$ cat src/rtl/riscv_pkg.sv
// Shared types and constants for the RISC-V datapath.
// Used by fetch_unit and the decode-side controller.
package riscv_pkg;

  typedef enum logic [1:0] {
    S_REQ,
    S_WAIT,
    S_HOLD
  } fetch_state_t;

  localparam logic [6:0] OP_RTYPE  = 7'b0110011;
  localparam logic [6:0] OP_LOAD   = 7'b0000011;
  localparam logic [6:0] OP_STORE  = 7'b0100011;
  localparam logic [6:0] OP_BRANCH = 7'b1100011;

  localparam logic [31:0] NOP_INSTR = 32'h0000_0013;

endpackage

$ cat src/rtl/fetch_unit.sv
// Instruction fetch front end: PC, imem request/response,
// one-deep instruction hold toward decode, branch redirect.
module fetch_unit
  import riscv_pkg::*;
#(
  parameter logic [31:0] RESET_PC = 32'h0000_0000
) (
  input  logic        clk,
  input  logic        rst,
  output logic        imem_req,
  output logic [31:0] imem_addr,
  input  logic        imem_ready,
  input  logic        imem_rvalid,
  input  logic [31:0] imem_rdata,
  output logic        inst_valid,
  input  logic        inst_ready,
  output logic [31:0] inst,
  output logic [31:0] inst_pc,
  output logic [6:0]  opcode,
  input  logic        redirect_valid,
  input  logic [31:0] redirect_pc,
  output logic [31:0] fetch_count
);

  fetch_state_t state, state_n;
  logic [31:0]  pc, pc_n;
  logic         kill, kill_n;
  logic [31:0]  inst_n, inst_pc_n, count_n;
  logic [31:0]  target;

  assign target     = redirect_pc & ~32'd3;
  assign imem_req   = (state == S_REQ);
  assign imem_addr  = pc;
  assign inst_valid = (state == S_HOLD);
  assign opcode     = inst[6:0];

  always_ff @(posedge clk) begin
    if (rst) begin
      state       <= S_REQ;
      pc          <= RESET_PC;
      kill        <= 1'b0;
      inst        <= NOP_INSTR;
      inst_pc     <= RESET_PC;
      fetch_count <= 32'd0;
    end else begin
      state       <= state_n;
      pc          <= pc_n;
      kill        <= kill_n;
      inst        <= inst_n;
      inst_pc     <= inst_pc_n;
      fetch_count <= count_n;
    end
  end

  always_comb begin
    state_n   = state;
    pc_n      = pc;
    kill_n    = kill;
    inst_n    = inst;
    inst_pc_n = inst_pc;
    count_n   = fetch_count;
    unique case (state)
      S_REQ: begin
        if (imem_ready) begin
          state_n = S_WAIT;
          kill_n  = redirect_valid;
        end
      end
      S_WAIT: begin
        if (imem_rvalid) begin
          // a redirect in the return cycle kills this word too
          if (kill || redirect_valid) begin
            state_n = S_REQ;
            kill_n  = 1'b0;
          end else begin
            inst_n    = imem_rdata;
            inst_pc_n = pc;
            state_n   = S_HOLD;
          end
        end else if (redirect_valid) begin
          kill_n = 1'b1;
        end
      end
      S_HOLD: begin
        if (inst_ready) begin
          count_n = fetch_count + 32'd1;
          pc_n    = pc + 32'd4;
          state_n = S_REQ;
        end
        if (redirect_valid) state_n = S_REQ;
      end
      default: state_n = S_REQ;
    endcase
    if (redirect_valid) pc_n = target;
  end

endmodule

$ cat config.mk
export PLATFORM = sky130hd
export DESIGN_NAME = fetch_unit
export DESIGN_NICKNAME = d
export VERILOG_FILES = /design/src/rtl/riscv_pkg.sv /design/src/rtl/fetch_unit.sv
export SDC_FILE = /design/constraint.sdc
export NUM_CORES = 1
export LEC_CHECK = 0
export CORE_ASPECT_RATIO = 0.8
export CORE_MARGIN = 2
export CORE_UTILIZATION = 41
export DETAILED_ROUTE_END_ITERATION = 10
export GPL_ROUTABILITY_DRIVEN = 0
export GPL_TIMING_DRIVEN = 0
export PLACE_DENSITY = 0.76
export REMOVE_ABC_BUFFERS = 1
export SLEW_MARGIN = 30
export SYNTH_ARGS = -nofsm -noshare
export SYNTH_HDL_FRONTEND = slang
export SYNTH_SLANG_ARGS = --single-unit
$ cat constraint.sdc
create_clock -name clk -period 2 [get_ports clk]
set_input_delay 0.2 -clock clk [delete_from_list [all_inputs] [get_ports clk]]
set_output_delay 0.2 -clock clk [all_outputs]
set_load 0.05 [all_outputs]
== After elaboration in Yosys (flattened, before gate mapping) ==
Cells that the tools add are included.

* Flip-flop bits (word level): 131
* Bits in latches: 0
* Bits in writable memories: 0
* ROM bits: 0
* Bits of input ports: 70
* Output and inout port bits: 137
* Logic and storage cells: 42
* Memories kept: 0

* Add/subtract/negate cells: 2
* $mul: 0
* Div/mod/pow operators: 0
* $lt $le $gt $ge: 0
* Eq/ne operators: 7
* Shift operators: 0
* Muxes and demuxes: 14
* Bitwise gates (word level): 1
* Reductions and logical operators: 11

{| class="wikitable"
|+ Operators by type and width
! cell !! number
|-
| two-way mux 32 bit || 3
|-
| adder 32 x 1 -> 32 bit, second input constant || 1
|-
| adder 32 x 3 -> 32 bit, second input constant || 1
|-
| two-way mux 2 bit || 5
|-
| != test 3 bit, second input constant || 2
|-
| one-hot mux 2 bit (3 select lines) || 1
|-
| AND reduction 3 bit || 2
|-
| nonzero test 2 bit || 3
|-
| two-way mux 1 bit || 4
|-
| AND reduction 2 bit || 2
|-
| AND reduction 4 bit || 1
|-
| != test 3 x 1 -> 1 bit, second input constant || 1
|-
| == test 2 x 1 -> 1 bit, second input constant || 1
|-
| == test 2 bit, second input constant || 1
|-
| zero test 2 bit || 1
|-
| != test 2 x 1 -> 1 bit, second input constant || 1
|-
| != test 2 bit, second input constant || 1
|-
| one-hot mux 1 bit (2 select lines) || 1
|-
| OR reduction 2 bit || 1
|-
| logical OR 1 bit || 1
|-
| NOT 1 bit || 1
|}

== Longest topological paths before layout ==
Gate-level depths: netlist (run 1).

* Depth in word-level cells: 4
* Gate-level depth with buffers: 7
* Gate-level depth less buffers: 5

== Worst setup path after synthesis (run 1) ==
OpenSTA, ideal clock, no wires.

* Kind: register to register
* Start: register fetch_count[0]
* End: register fetch_count[18]
* Library setup time: 70 ps
* Data arrival time: 2324 ps
* Data required time: 1930 ps
* Path slack: -395 ps
* Cell stages (with the launch flop): 7
* Buffers on the path: 1
* Period minus slack after synthesis: 2395 ps
* Cell sequence: dfxtp_1 -> ha_1 -> nand2_1 -> or4_1 -> clkbuf_2 -> or4_1 -> a21oi_1

* Cells in the longest elaborated chain, start to end: 1

{| class="wikitable"
|+ Ends and longest elaborated chain
! what !! line !! source
|-
| start, declared || fetch_unit.sv:22 || <nowiki>output logic [31:0] fetch_count</nowiki>
|-
| start signal, assigned || fetch_unit.sv:51 || <nowiki>fetch_count <= count_n;</nowiki>
|-
| adder 32 x 1 -> 32 bit || fetch_unit.sv:86 || <nowiki>count_n = fetch_count + 32'd1;</nowiki>
|}

No other way between the ends.
A chain may end at the register's enable or synchronous reset.

== Worst setup path in the final report (run 1) ==
* Start: register fetch_count[14]
* End: register fetch_count[31]

Same word-level chain as after synthesis.

==> results of run 1 <==
## layout make-up
cell class | instances | area [um2] | share of cell area [%]
sequential | 127 | 2587 | 29.88
multi-input combinational | 517 | 2989 | 34.51
clock inverter | 13 | 141.4 | 1.632
timing repair buffer | 223 | 2221 | 25.64
tap | 180 | 225.2 | 2.600
inverter | 17 | 63.81 | 0.7368
clock buffer | 19 | 432.9 | 4.999
## per-layer routing
metal | global-route usage [%] | up-vias | wire, um
li1 | - | 2938 | -
met1 | 30.34 | 2752 | 7867
met3 | 6.823 | 12 | 1282
met5 | 0 | - | 0
met4 | 6.622 | 0 | 164
met2 | 33.09 | 193 | 7640
## cell families (layout without fill, tap and decap cells)
family / Yosys count / in the layout / synth area share, %
AOI/OAI and AO/OA: 158 / 158 / 16.91
adders and majority gates: 2 / 2 / 0.4363
buffers and inverters: 77 / 272 / 5.957
xor gates and xnor gates: 22 / 22 / 3.360
DFF: 127 / 127 / 44.34
other: 1 / 4 / 0.06540
and+or+nand+nor: 330 / 331 / 28.93
## sequential cells by signal, summed over array words and instances, names as in the netlist
signal       flops
inst            32
imem_addr       30
state            2
fetch_count     32
kill             1
inst_pc         30
## worst paths after layout
check,cells past startpoint,startpoint,slack (ns),endpoint
hold reg to reg,2,inst[15],0.45,inst[15]
setup / recovery,4,fetch_count[14],0.04,fetch_count[31]
setup reg to reg,4,fetch_count[14],0.04,fetch_count[31]
hold / removal,2,rst,0.16,kill
## per-stage QoR
step                power [mW]  hold WS [ns]  worst slack, ns  util (%)
global route             6.746        0.1804         -0.05157     63.69
CTS                      6.566        0.1497         -0.01236     62.34
detailed placement       3.533        0.4453          -0.6489     57.39
finish                   6.507        0.1642          0.04246     63.69
floorplan                3.136        0.2691           -1.361         -
global placement         3.520        0.4411           -4.409     56.59
## repair_timing
item / CTS / global route
pin swaps: 5 / 9
hold endpoints to repair: 0 / 0
setup endpoints to repair: 36 / 33
gates resized for setup: 24 / 38
buffers inserted: 4 / 11
cloned: 1 / 0
## power breakdown
group	internal [mW]	switching, mW	leakage, nW
registers	2.60	0.0970	1.04
clock network	1.84	1.17	0.273
logic	0.324	0.473	1.62
total	4.76	1.74	2.93
## synthesized netlist by cell type (all sizes together) (4+ instances only)
library cell	n	area [um2]
a21oi	87	435.4
nand4	17	112.6
and3	4	25.02
a311oi	11	96.34
xor2	7	61.31
nor2	35	131.4
nand3	25	125.1
dfxtp	127	2542
o31ai	19	142.6
a2111oi	5	43.79
and4	12	105.1
nand3b	4	33.78
a211oi	14	105.1
nand2	155	581.8
xnor2	15	131.4
buf	19	122.6
clkbuf	41	155.1
o21ai	11	55.05
inv	17	63.81
or4	24	183.9
or3	11	68.82
nor4	10	68.81
nor3	13	65.06
==> metrics.log, run 1 <==
INFO  metric run_status = finished clean
INFO  metric synth-seq-cells = 127
INFO  metric max_slew.worst_pin.slew = 0.6712 ns
INFO  metric grt_pass1_vias = 5125
INFO  metric timing.final.hold_violations = 0
INFO  metric tritoncts.num_buffers = 17
INFO  metric setup_violations = 0
INFO  metric antenna_cells = 0
INFO  metric yosys_warnings = 0
INFO  metric max_freq = 0.5108 GHz
INFO  metric fp.dieH = 109.8 um
INFO  metric antenna_violations_before_repair = 0
INFO  metric mostFrequentLayoutCell = sky130_fd_sc_hd__clkdlybuf4s50_1
INFO  metric std_cell_rows = 38
INFO  metric place_inst = 1048
INFO  metric worstSkewPairLatency = 0.40 ns
INFO  metric fp.dieArea = 14950 um2
INFO  metric detailed_place_hpwl = 11310 um
INFO  metric placed_area = 7804 um2
INFO  metric async_reset_ff_share = 0%
INFO  metric cts_num_sinks = 127
INFO  metric timing.slew.headroom = 55.19%
INFO  metric crit_path_top_delay_cell = sky130_fd_sc_hd__or4_4
INFO  metric critical_path.startpoint_type = flop
INFO  metric grt_pass1_wl = 26230 um
INFO  metric drt-initial-drc-count = 367
INFO  metric worstPathCellList = nand4_1, or4_4, or4_1, a21oi_1
INFO  metric cp_top_family = simple AND/OR/NAND/NOR gates
INFO  metric core = 13600 um2
INFO  metric final_antenna_net_count = 0
INFO  metric period_minus_slack = 1.958 ns
INFO  metric clock-skew-final = 0.01280 ns
INFO  metric wl = 16950 um
INFO  metric cp-end-kind = flop
INFO  metric layout_cell_share_with_drive_strength_beyond_1 = 11.90%
INFO  metric worstPathBufferInverterCount = 0
INFO  metric areaGrowthSynthToFinish = 51.04%
INFO  metric synth_seq_area_share = 44.34%
INFO  metric min_path_type = input pin to flop
INFO  metric pin_count = 207
INFO  metric fillCellCount = 1218
INFO  metric cap_viol_max_count = 0
INFO  metric rsz0062_at_grt = true
INFO  metric postLayoutCellArea = 8661 um2
INFO  metric maximum_net_fanout_on_the_critical_path = 10
INFO  metric clock_path_buffers = 2
INFO  metric syn_inst = 717
INFO  metric vias = 5895
INFO  metric vias_per_cell = 5.379
INFO  metric crit_path_max_incr_delay = 0.64 ns
INFO  metric clk_root_buffer_cell = sky130_fd_sc_hd__clkbuf_16
INFO  metric ctsHoldBuffers = 0
INFO  metric finish.cell_count_without_fillers = 1096
INFO  metric port_buffers = 200
INFO  metric yosys.cell_types.count = 53
INFO  metric initial_utilization = 42.17%
INFO  metric synth.avg_cell_area = 7.998 um2
INFO  metric area_of_the_mapped_netlist = 5734 um2
INFO  metric grt_use_total = 22.03%
INFO  metric powerDensity = 751.4 nW/um2
INFO  metric final-max-slew-violation-count = 0
INFO  metric tns = 0 ns
INFO  metric cts_tree = done
INFO  metric critical_path_required = 2.34 ns
INFO  metric gr-total-overflow = 0
INFO  metric number_of_enable_flip_flop_cells_after_synthesis = 0
INFO  metric post-route-period-util = 97.88%
INFO  metric final_nets = 975
INFO  metric detailedRoute.firstPassIterationCount = 5
INFO  metric worst-setup-path-type = flop to flop
INFO  metric die_w = 136.2 um
INFO  metric worst_ir_drop_vdd = 0.7589 mV
INFO  metric cp.arrival = 2.29 ns
INFO  metric power.static_leakage = 2.935 nW
INFO  metric mostFrequentLayoutCells = sky130_fd_sc_hd__clkdlybuf4s50_1 (191), sky130_fd_sc_hd__nand2_1 (154), sky130_fd_sc_hd__dfxtp_1 (101), sky130_fd_sc_hd__a21oi_1 (86), sky130_fd_sc_hd__nor2_1 (35)
INFO  metric htreeDepth = 4
INFO  metric detail_route.wl_per_cell = 15.47 um
INFO  metric clock_pin_slew_worst_setup_and_hold_paths = 0.06 ns
INFO  metric grt_max_degree = 88
INFO  metric synth_ff_type = sky130_fd_sc_hd__dfxtp_1
INFO  metric route.detailed.drc = 0
Power figures use the tool's default switching activity.
==> run 2: changes to the inputs <==
--- a/config.mk
+++ b/config.mk
@@ -7,12 +7,13 @@
 export LEC_CHECK = 0
 export CORE_ASPECT_RATIO = 0.8
 export CORE_MARGIN = 2
-export CORE_UTILIZATION = 41
+export CORE_UTILIZATION = 42
+export CTS_BUF_LIST = sky130_fd_sc_hd__clkbuf_2
 export DETAILED_ROUTE_END_ITERATION = 10
-export GPL_ROUTABILITY_DRIVEN = 0
 export GPL_TIMING_DRIVEN = 0
-export PLACE_DENSITY = 0.76
+export PLACE_DENSITY = 0.78
 export REMOVE_ABC_BUFFERS = 1
+export SETUP_SLACK_MARGIN = 0.05
 export SLEW_MARGIN = 30
 export SYNTH_ARGS = -nofsm -noshare
 export SYNTH_HDL_FRONTEND = slang
==> run 2 against run 1 <==
Effect of this change: the flow now finishes with violations (negative setup slack); count of clock-buffer cells in the layout unchanged; critical path depth unchanged; sequential power about the same; utilization down 0.59 points; first-iteration DRC count down 14%; total power down 18%; largest power group is now sequential cells; highest routed layer unchanged.
==> metrics.log, run 2 (same netlist as run 1, synthesis figures left out) <==
INFO  metric mostFrequentLayoutCells = sky130_fd_sc_hd__nand2_1 (153), sky130_fd_sc_hd__dlygate4sd2_1 (97), sky130_fd_sc_hd__dfxtp_1 (92), sky130_fd_sc_hd__a21oi_1 (86), sky130_fd_sc_hd__clkdlybuf4s50_1 (65)
INFO  metric die_w = 134.6 um (-1.2%)
INFO  metric drt-met1-wl = 7658 um (-2.7%)
INFO  metric cp.arrival = 2.62 ns (+0.33 ns)
INFO  metric fp.dieArea = 14610 um2 (-2.3%)
INFO  metric final_antenna_net_count = 0 (unchanged)
INFO  metric worst_ir_drop_vdd = 0.5727 mV (-25%)
INFO  metric run_status = complete, but fails checks
INFO  metric clock_path_buffers = 2 (unchanged)
INFO  metric post-route-period-util = 101.5% (+3.6 points)
INFO  metric worstPathBufferInverterCount = 0 (unchanged)
INFO  metric std_cell_rows = 38 (unchanged)
INFO  metric timing.final.hold_violations = 0 (unchanged)
INFO  metric period_minus_slack = 2.030 ns (+0.07290 ns)
INFO  metric worst-r2r-setup-slack = -0.03 ns (-0.07 ns)
INFO  metric crit_path_max_incr_delay = 0.66 ns (+0.02 ns)
INFO  metric worst_hold_path.num_cells = 3 (+1)
INFO  metric min_path_type = input pin to flop
INFO  metric antenna_violations_before_repair = 0 (unchanged)
INFO  metric worst-setup-path-type = flop to flop
INFO  metric max_slew.worst_pin.slew = 0.6891 ns (+0.01787 ns)
INFO  metric cap_viol_max_count = 0 (unchanged)
INFO  metric postLayoutSetupSlackWorst = -0.03044 ns (-0.07290 ns)
INFO  metric gr-total-overflow = 0 (unchanged)
INFO  metric crit_path_top_delay_cell = sky130_fd_sc_hd__or4_4
INFO  metric cts_tree = done
INFO  metric final_nets = 1002 (+2.8%)
INFO  metric top_regs = fetch_count: 32 flops, inst: 32 flops
INFO  metric clock_pin_slew_worst_setup_and_hold_paths = 0.20 ns (+0.14 ns)
INFO  metric grt_max_degree = 86 (-2.3%)
INFO  metric worst-path-stages = 4 (unchanged)
INFO  metric min_from = redirect_pc[2]
INFO  metric final.hold.worst_slack = 0.05109 ns (-0.1131 ns)
INFO  metric detailroute.wirelength.met2 = 8085 um (+5.8%)
INFO  metric worstPathCellList = nand4b_1, or4_4, or4_1, a21oi_1
INFO  metric grt_pass1_vias = 5486 (+7.0%)
INFO  metric cp-end-kind = flop
INFO  metric tritoncts.num_buffers = 17 (unchanged)
INFO  metric initial_utilization = 42.62% (+0.45 points)
INFO  metric setup_violations = 2 (+2)
INFO  metric vias_per_cell = 5.359 (-0.37%)
INFO  metric failing_checks = negative setup slack
INFO  metric fp.dieH = 108.5 um (-1.2%)
INFO  metric vias = 6018 (+2.1%)
INFO  metric hold-path-endpoint = imem_addr[2]
INFO  metric cts_num_sinks = 127 (unchanged)
INFO  metric htreeDepth = 4 (unchanged)
INFO  metric clk_root_buffer_cell = sky130_fd_sc_hd__clkbuf_2
INFO  metric route.detailed.drc = 0 (unchanged)
INFO  metric worst_r2r_endpoint = fetch_count[18]
INFO  metric r2r_start = state[0]
INFO  metric rsz0062_at_grt = true
INFO  metric rr_worst_depth = 4 (unchanged)
INFO  metric cp_top_family = simple AND/OR/NAND/NOR gates
INFO  metric areaGrowthSynthToFinish = 48.07%
INFO  metric mostFrequentLayoutCell = sky130_fd_sc_hd__nand2_1
INFO  metric powerDensity = 626.3 nW/um2 (-17%)
INFO  metric timing.slew.headroom = 53.99% (-1.2 points)
INFO  metric detail_route.wl_per_cell = 15.36 um (-0.73%)
INFO  metric placed_area = 7800 um2 (about the same)
INFO  metric worstSkewPairLatency = 0.68 ns (+0.28 ns)
INFO  metric critical_path_required = 2.59 ns (+0.25 ns)
INFO  metric route.top_layer_used = met4
INFO  metric power.static_leakage = 3.364 nW (+15%)
INFO  metric clock-skew-final = 0.04128 ns (+0.02848 ns)
INFO  metric core = 13460 um2 (-1.0%)
INFO  metric wl = 17240 um (+1.7%)
INFO  metric place.gp.congestion = 0.8485
INFO  metric pin_count = 207 (unchanged)
INFO  metric detailed_place_hpwl = 11240 um (-0.62%)
INFO  metric port_buffers = 200 (unchanged)
INFO  metric layout_cell_share_with_drive_strength_beyond_1 = 17.39% (+5.5 points)
INFO  metric finalCoreUtilization = 63.10% (-0.59 points)
INFO  metric drt-initial-drc-count = 315 (-14%)
INFO  metric detailedRoute.firstPassIterationCount = 5 (unchanged)
INFO  metric antenna_cells = 0 (unchanged)
INFO  metric final-max-slew-violation-count = 0 (unchanged)
INFO  metric maximum_net_fanout_on_the_critical_path = 8 (-2)
INFO  metric postLayoutCellArea = 8491 um2 (-2.0%)
INFO  metric critical_path.startpoint_type = flop
INFO  metric met3_wirelength = 1253 um (-2.3%)
INFO  metric max_freq = 0.4925 GHz (-3.6%)
INFO  metric grt_use_total = 23.07% (+1.0 points)
INFO  metric grt_pass1_wl = 27270 um (+4.0%)
==> run 2: power breakdown <==
part | switching (mW) | internal [mW]
registers | 0.0957 | 2.59
clock network | 1.00 | 0.836
logic | 0.486 | 0.307
==> run 2: routing by layer <==
metal,up-vias,track usage (%)
met1,2800,30.19
li1,2992,-
met5,-,0
met2,201,37.38
met3,25,6.188
met4,0,6.917
==> run 2: how the worst max path moves through the flow <==
stage                              start              end  slack, ns
final                           state[0]  fetch_count[18]      -0.03
after global routing      fetch_count[0]  fetch_count[18]      -0.08
after CTS                       state[0]    imem_addr[18]     0.0009
after detailed placement      inst_ready    imem_addr[18]      -0.69
after global placement    redirect_valid          inst[2]      -4.44
after floorplan                 state[0]         inst[10]      -1.36
==> run 2: area by class of cell <==
type	instances	area (um2)
fillers	1210	4965
multi-input cells	516	3014
flip-flops and latches	127	2619
repair buffers	251	2287
well taps	180	225.2
clock inverters	13	186.4
clock buffers	19	95.09
inverters	17	63.81
==> run 2: repair_timing <==
action | 4_1_cts | 5_1_grt
hold buffers | 15 | 1
setup buffers | 22 | 6
gates resized for setup | 208 | 72
endpoints found under the setup margin | 181 | 76
endpoints found under the hold margin | 49 | 1
pin swaps | 9 | 19
==> run 2: per-stage QoR <==
step	power [mW]	std cells	TNS (ns)	setup slack, ns
floorplan	3.136	660	-90.15	-1.361
CTS	5.376	1116	0	0.0009346
detailed placement	3.529	1047	-15.23	-0.6869
global route	5.558	1123	-0.4662	-0.08198
finish	5.318	1123	-0.03395	-0.03044
global placement	3.516	1040	-427.35	-4.440
==> run 2: worst min-delay path, cell delays in order <==
cell                              delay, ns
sky130_fd_sc_hd__clkdlybuf4s50_1       0.39
sky130_fd_sc_hd__nand2_1               0.06
sky130_fd_sc_hd__a21oi_1               0.05
==> run 3: changes to the inputs <==
--- a/config.mk
+++ b/config.mk
@@ -8,7 +8,7 @@
 export CORE_ASPECT_RATIO = 0.8
 export CORE_MARGIN = 2
 export CORE_UTILIZATION = 42
-export CTS_BUF_LIST = sky130_fd_sc_hd__clkbuf_2
+export CTS_BUF_LIST = sky130_fd_sc_hd__clkbuf_4 sky130_fd_sc_hd__clkbuf_8
 export DETAILED_ROUTE_END_ITERATION = 10
 export GPL_TIMING_DRIVEN = 0
 export PLACE_DENSITY = 0.78
==> run 3 against run 2 <==
Effect of this change: die area did not move; largest power group unchanged; total power up 12%; via count fell by 0.27%; wire length rose by 2.2%; setup slack improved by 0.047 ns; clock power increased by 35%; the flow now finishes without violations; final area grew 1.7%; final cell count fell by 1.7%; clock skew is 0.026 ns lower; utilization is 1.0 points higher.
==> metrics.log, run 3 (same netlist as run 1, synthesis figures left out) <==
INFO  metric detailed_place_hpwl = 11240 um (unchanged)
INFO  metric vias = 6002 (-0.27%)
INFO  metric max_slew.worst_pin.slew = 0.6920 ns (+0.002940 ns)
INFO  metric pin_count = 207 (unchanged)
INFO  metric clock-skew-final = 0.01489 ns (-0.02638 ns)
INFO  metric r2r_start = fetch_count[12]
INFO  metric run_status = finished clean
INFO  metric gr-total-overflow = 0 (unchanged)
INFO  metric final-max-slew-violation-count = 0 (unchanged)
INFO  metric detail_route.wl_per_cell = 15.97 um (+4.0%)
INFO  metric tritoncts.num_buffers = 17 (unchanged)
INFO  metric place.gp.congestion = 0.8485 (unchanged)
INFO  metric power.combinational.fraction = 13.1% (-1.8 points)
INFO  metric worst_hold_path.num_cells = 2 (-1)
INFO  metric core = 13460 um2 (unchanged)
INFO  metric clk_root_buffer_cell = sky130_fd_sc_hd__clkbuf_8
INFO  metric setup_violations = 0 (-2)
INFO  metric min_path_type = input pin to flop
INFO  metric areaGrowthSynthToFinish = 50.51%
INFO  metric detailedRoute.firstPassIterationCount = 5 (unchanged)
INFO  metric antenna_cells = 0 (unchanged)
INFO  metric antenna_violations_before_repair = 0 (unchanged)
INFO  metric powerDensity = 689.9 nW/um2 (+10%)
INFO  metric std_cell_rows = 38 (unchanged)
INFO  metric port_buffers = 200 (unchanged)
INFO  metric final_antenna_net_count = 0 (unchanged)
INFO  metric htreeDepth = 4 (unchanged)
INFO  metric tns = 0 ns (+0.03395 ns)
INFO  metric worstSkewPairLatency = 0.44 ns (-0.24 ns)
INFO  metric rr_worst_depth = 4 (unchanged)
INFO  metric maximum_net_fanout_on_the_critical_path = 7 (-1)
INFO  metric mostFrequentLayoutCell = sky130_fd_sc_hd__clkdlybuf4s50_1
INFO  metric drt-initial-drc-count = 357 (+13%)
INFO  metric post-route-period-util = 99.19% (-2.3 points)
INFO  metric clock_path_buffers = 2 (unchanged)
INFO  metric worst-setup-path-type = flop to flop
INFO  metric initial_utilization = 42.62% (unchanged)
INFO  metric grt_pass1_wl = 26910 um (-1.3%)
INFO  metric final_nets = 983 (-1.9%)
INFO  metric grt_use_total = 22.90% (-0.17 points)
INFO  metric worst_ir_drop_vdd = 0.5328 mV (-7.0%)
INFO  metric cts_num_sinks = 127 (unchanged)
INFO  metric finalCoreUtilization = 64.14% (+1.0 points)
INFO  metric critical_path.startpoint_type = flop
INFO  metric intPower = 4.326 mW (+16%)
INFO  metric worst_setup_path_startpoint = fetch_count[12]
INFO  metric cts_tree = done
INFO  metric mostFrequentLayoutCells = sky130_fd_sc_hd__clkdlybuf4s50_1 (167), sky130_fd_sc_hd__nand2_1 (153), sky130_fd_sc_hd__dfxtp_1 (97), sky130_fd_sc_hd__a21oi_1 (86), sky130_fd_sc_hd__nor2_1 (34)
INFO  metric rsz0062_at_grt = true
INFO  metric power.switching = 1.629 mW (+2.9%)
INFO  metric power.switching_fraction = 27.35% (-2.4 points)
INFO  metric layout_cell_share_with_drive_strength_beyond_1 = 13.85% (-3.5 points)
INFO  metric total_power = 5.955 mW (+12%)
INFO  metric grt_max_degree = 86 (unchanged)
INFO  metric pwr-share-seq = 45.2% (-5.3 points)
INFO  metric ctsHoldBuffers = 0 (-15)
INFO  metric fp.dieH = 108.5 um (unchanged)
INFO  metric power.static_leakage = 3.104 nW (-7.7%)
INFO  metric hold-path-endpoint = inst_pc[18]
INFO  metric worst-r2r-setup-slack = 0.02 ns (+0.05 ns)
INFO  metric cap_viol_max_count = 0 (unchanged)
INFO  metric grt_pass1_vias = 5384 (-1.9%)
INFO  metric worst_r2r_endpoint = fetch_count[31]
INFO  metric final.hold.worst_slack = 0.1406 ns (+0.08950 ns)
INFO  metric timing.slew.headroom = 53.80% (-0.20 points)
INFO  metric top_regs = fetch_count: 32 flops, inst: 32 flops
INFO  metric die_w = 134.6 um (unchanged)
INFO  metric fp.dieArea = 14610 um2 (unchanged)
INFO  metric clock_pin_slew_worst_setup_and_hold_paths = 0.09 ns (-0.11 ns)
INFO  metric wl = 17630 um (+2.2%)
INFO  metric clk_pwr_share = 41.7% (+7.2 points)
INFO  metric critical_path_required = 2.37 ns (-0.22 ns)
INFO  metric max_freq = 0.5041 GHz (+2.4%)
INFO  metric route.detailed.drc = 0 (unchanged)
INFO  metric cp-end-kind = flop
INFO  metric period_minus_slack = 1.984 ns (-0.04670 ns)
INFO  metric min_from = rst
INFO  metric timing.final.hold_violations = 0 (unchanged)
INFO  metric cp.arrival = 2.36 ns (-0.26 ns)
INFO  metric vias_per_cell = 5.437 (+1.5%)
==> run 3: cell count changes in the layout (fill, tap and decap cells not counted), moves of 5 or more <==
cell	previous run	this run
sky130_fd_sc_hd__clkbuf_8	0	18
sky130_fd_sc_hd__clkdlybuf4s15_2	10	0
sky130_fd_sc_hd__dlygate4sd2_1	97	17
sky130_fd_sc_hd__buf_4	28	21
sky130_fd_sc_hd__clkbuf_2	35	1
sky130_fd_sc_hd__dlymetal6s2s_1	0	13
sky130_fd_sc_hd__clkdlybuf4s15_1	8	0
sky130_fd_sc_hd__clkdlybuf4s50_1	65	167
sky130_fd_sc_hd__dlygate4sd3_1	16	0
sky130_fd_sc_hd__dfxtp_1	92	97
==> run 3: critical path, stage by stage (launching register included) <==
cell,delay [ns]
sky130_fd_sc_hd__dfxtp_4,0.38
sky130_fd_sc_hd__nand4_1,0.25
sky130_fd_sc_hd__or4_4,0.64
sky130_fd_sc_hd__or4_1,0.51
sky130_fd_sc_hd__a21oi_1,0.14
==> run 3: per-stage QoR <==
step | setup slack, ns | cell area, um2 | cells
after floorplan | -1.361 | 5468 | 660
after global routing | -0.04406 | 8631 | 1104
after global placement | -4.440 | 7695 | 1040
after CTS | 0.01213 | 8442 | 1093
final | 0.01625 | 8631 | 1104
after detailed placement | -0.6869 | 7800 | 1047
==> run 3: power by group through the flow <==
stage | clock network [mW] | logic, mW | registers [mW]
floorplan | 0 | 0.171 | 2.96
global placement | 0 | 0.766 | 2.75
detailed placement | 0 | 0.776 | 2.75
CTS | 2.53 | 0.779 | 2.69
global route | 2.68 | 0.830 | 2.70
finish | 2.48 | 0.783 | 2.69
==> run 3: area by class of cell <==
| cell class | count | area, um2 |
|---|---|---|
| Fill cell | 1181 | 4825 |
| Timing Repair Buffer | 228 | 2258 |
| Multi-Input combinational cell | 520 | 3033 |
| Clock inverter | 12 | 182.7 |
| Clock buffer | 20 | 262.8 |
| Inverter | 17 | 63.81 |
| Tap cell | 180 | 225.2 |
| Sequential cell | 127 | 2605 |
==> run 3: what timing repair did <==
action / in CTS / in global routing
endpoints found under the setup margin: 69 / 78
gates cloned: 1 / 3
buffers inserted: 13 / 8
pin swaps: 7 / 17
gates resized for setup: 58 / 47
==> run 3: how the worst max path moves through the flow <==
| stage | to | slack, ns | depth (start not counted) |
|---|---|---|---|
| 5_1_grt | fetch_count[31] | -0.04 | 4 |
| 2_1_floorplan | inst[10] | -1.36 | 4 |
| 3_3_place_gp | inst[2] | -4.44 | 4 |
| 3_5_place_dp | imem_addr[18] | -0.69 | 5 |
| 6_report | fetch_count[31] | 0.02 | 4 |
| 4_1_cts | imem_addr[18] | 0.01 | 4 |
==> run 3: routing by layer <==
metal,part of all wire [%],vias to the layer above,routed length [um],track usage (%)
li1,-,2962,-,-
met1,44,2794,7792,30.12
met2,46,225,8141,36.15
met3,8.4,21,1479,7.736
met4,1.2,0,215,5.940
met5,0,-,0,0
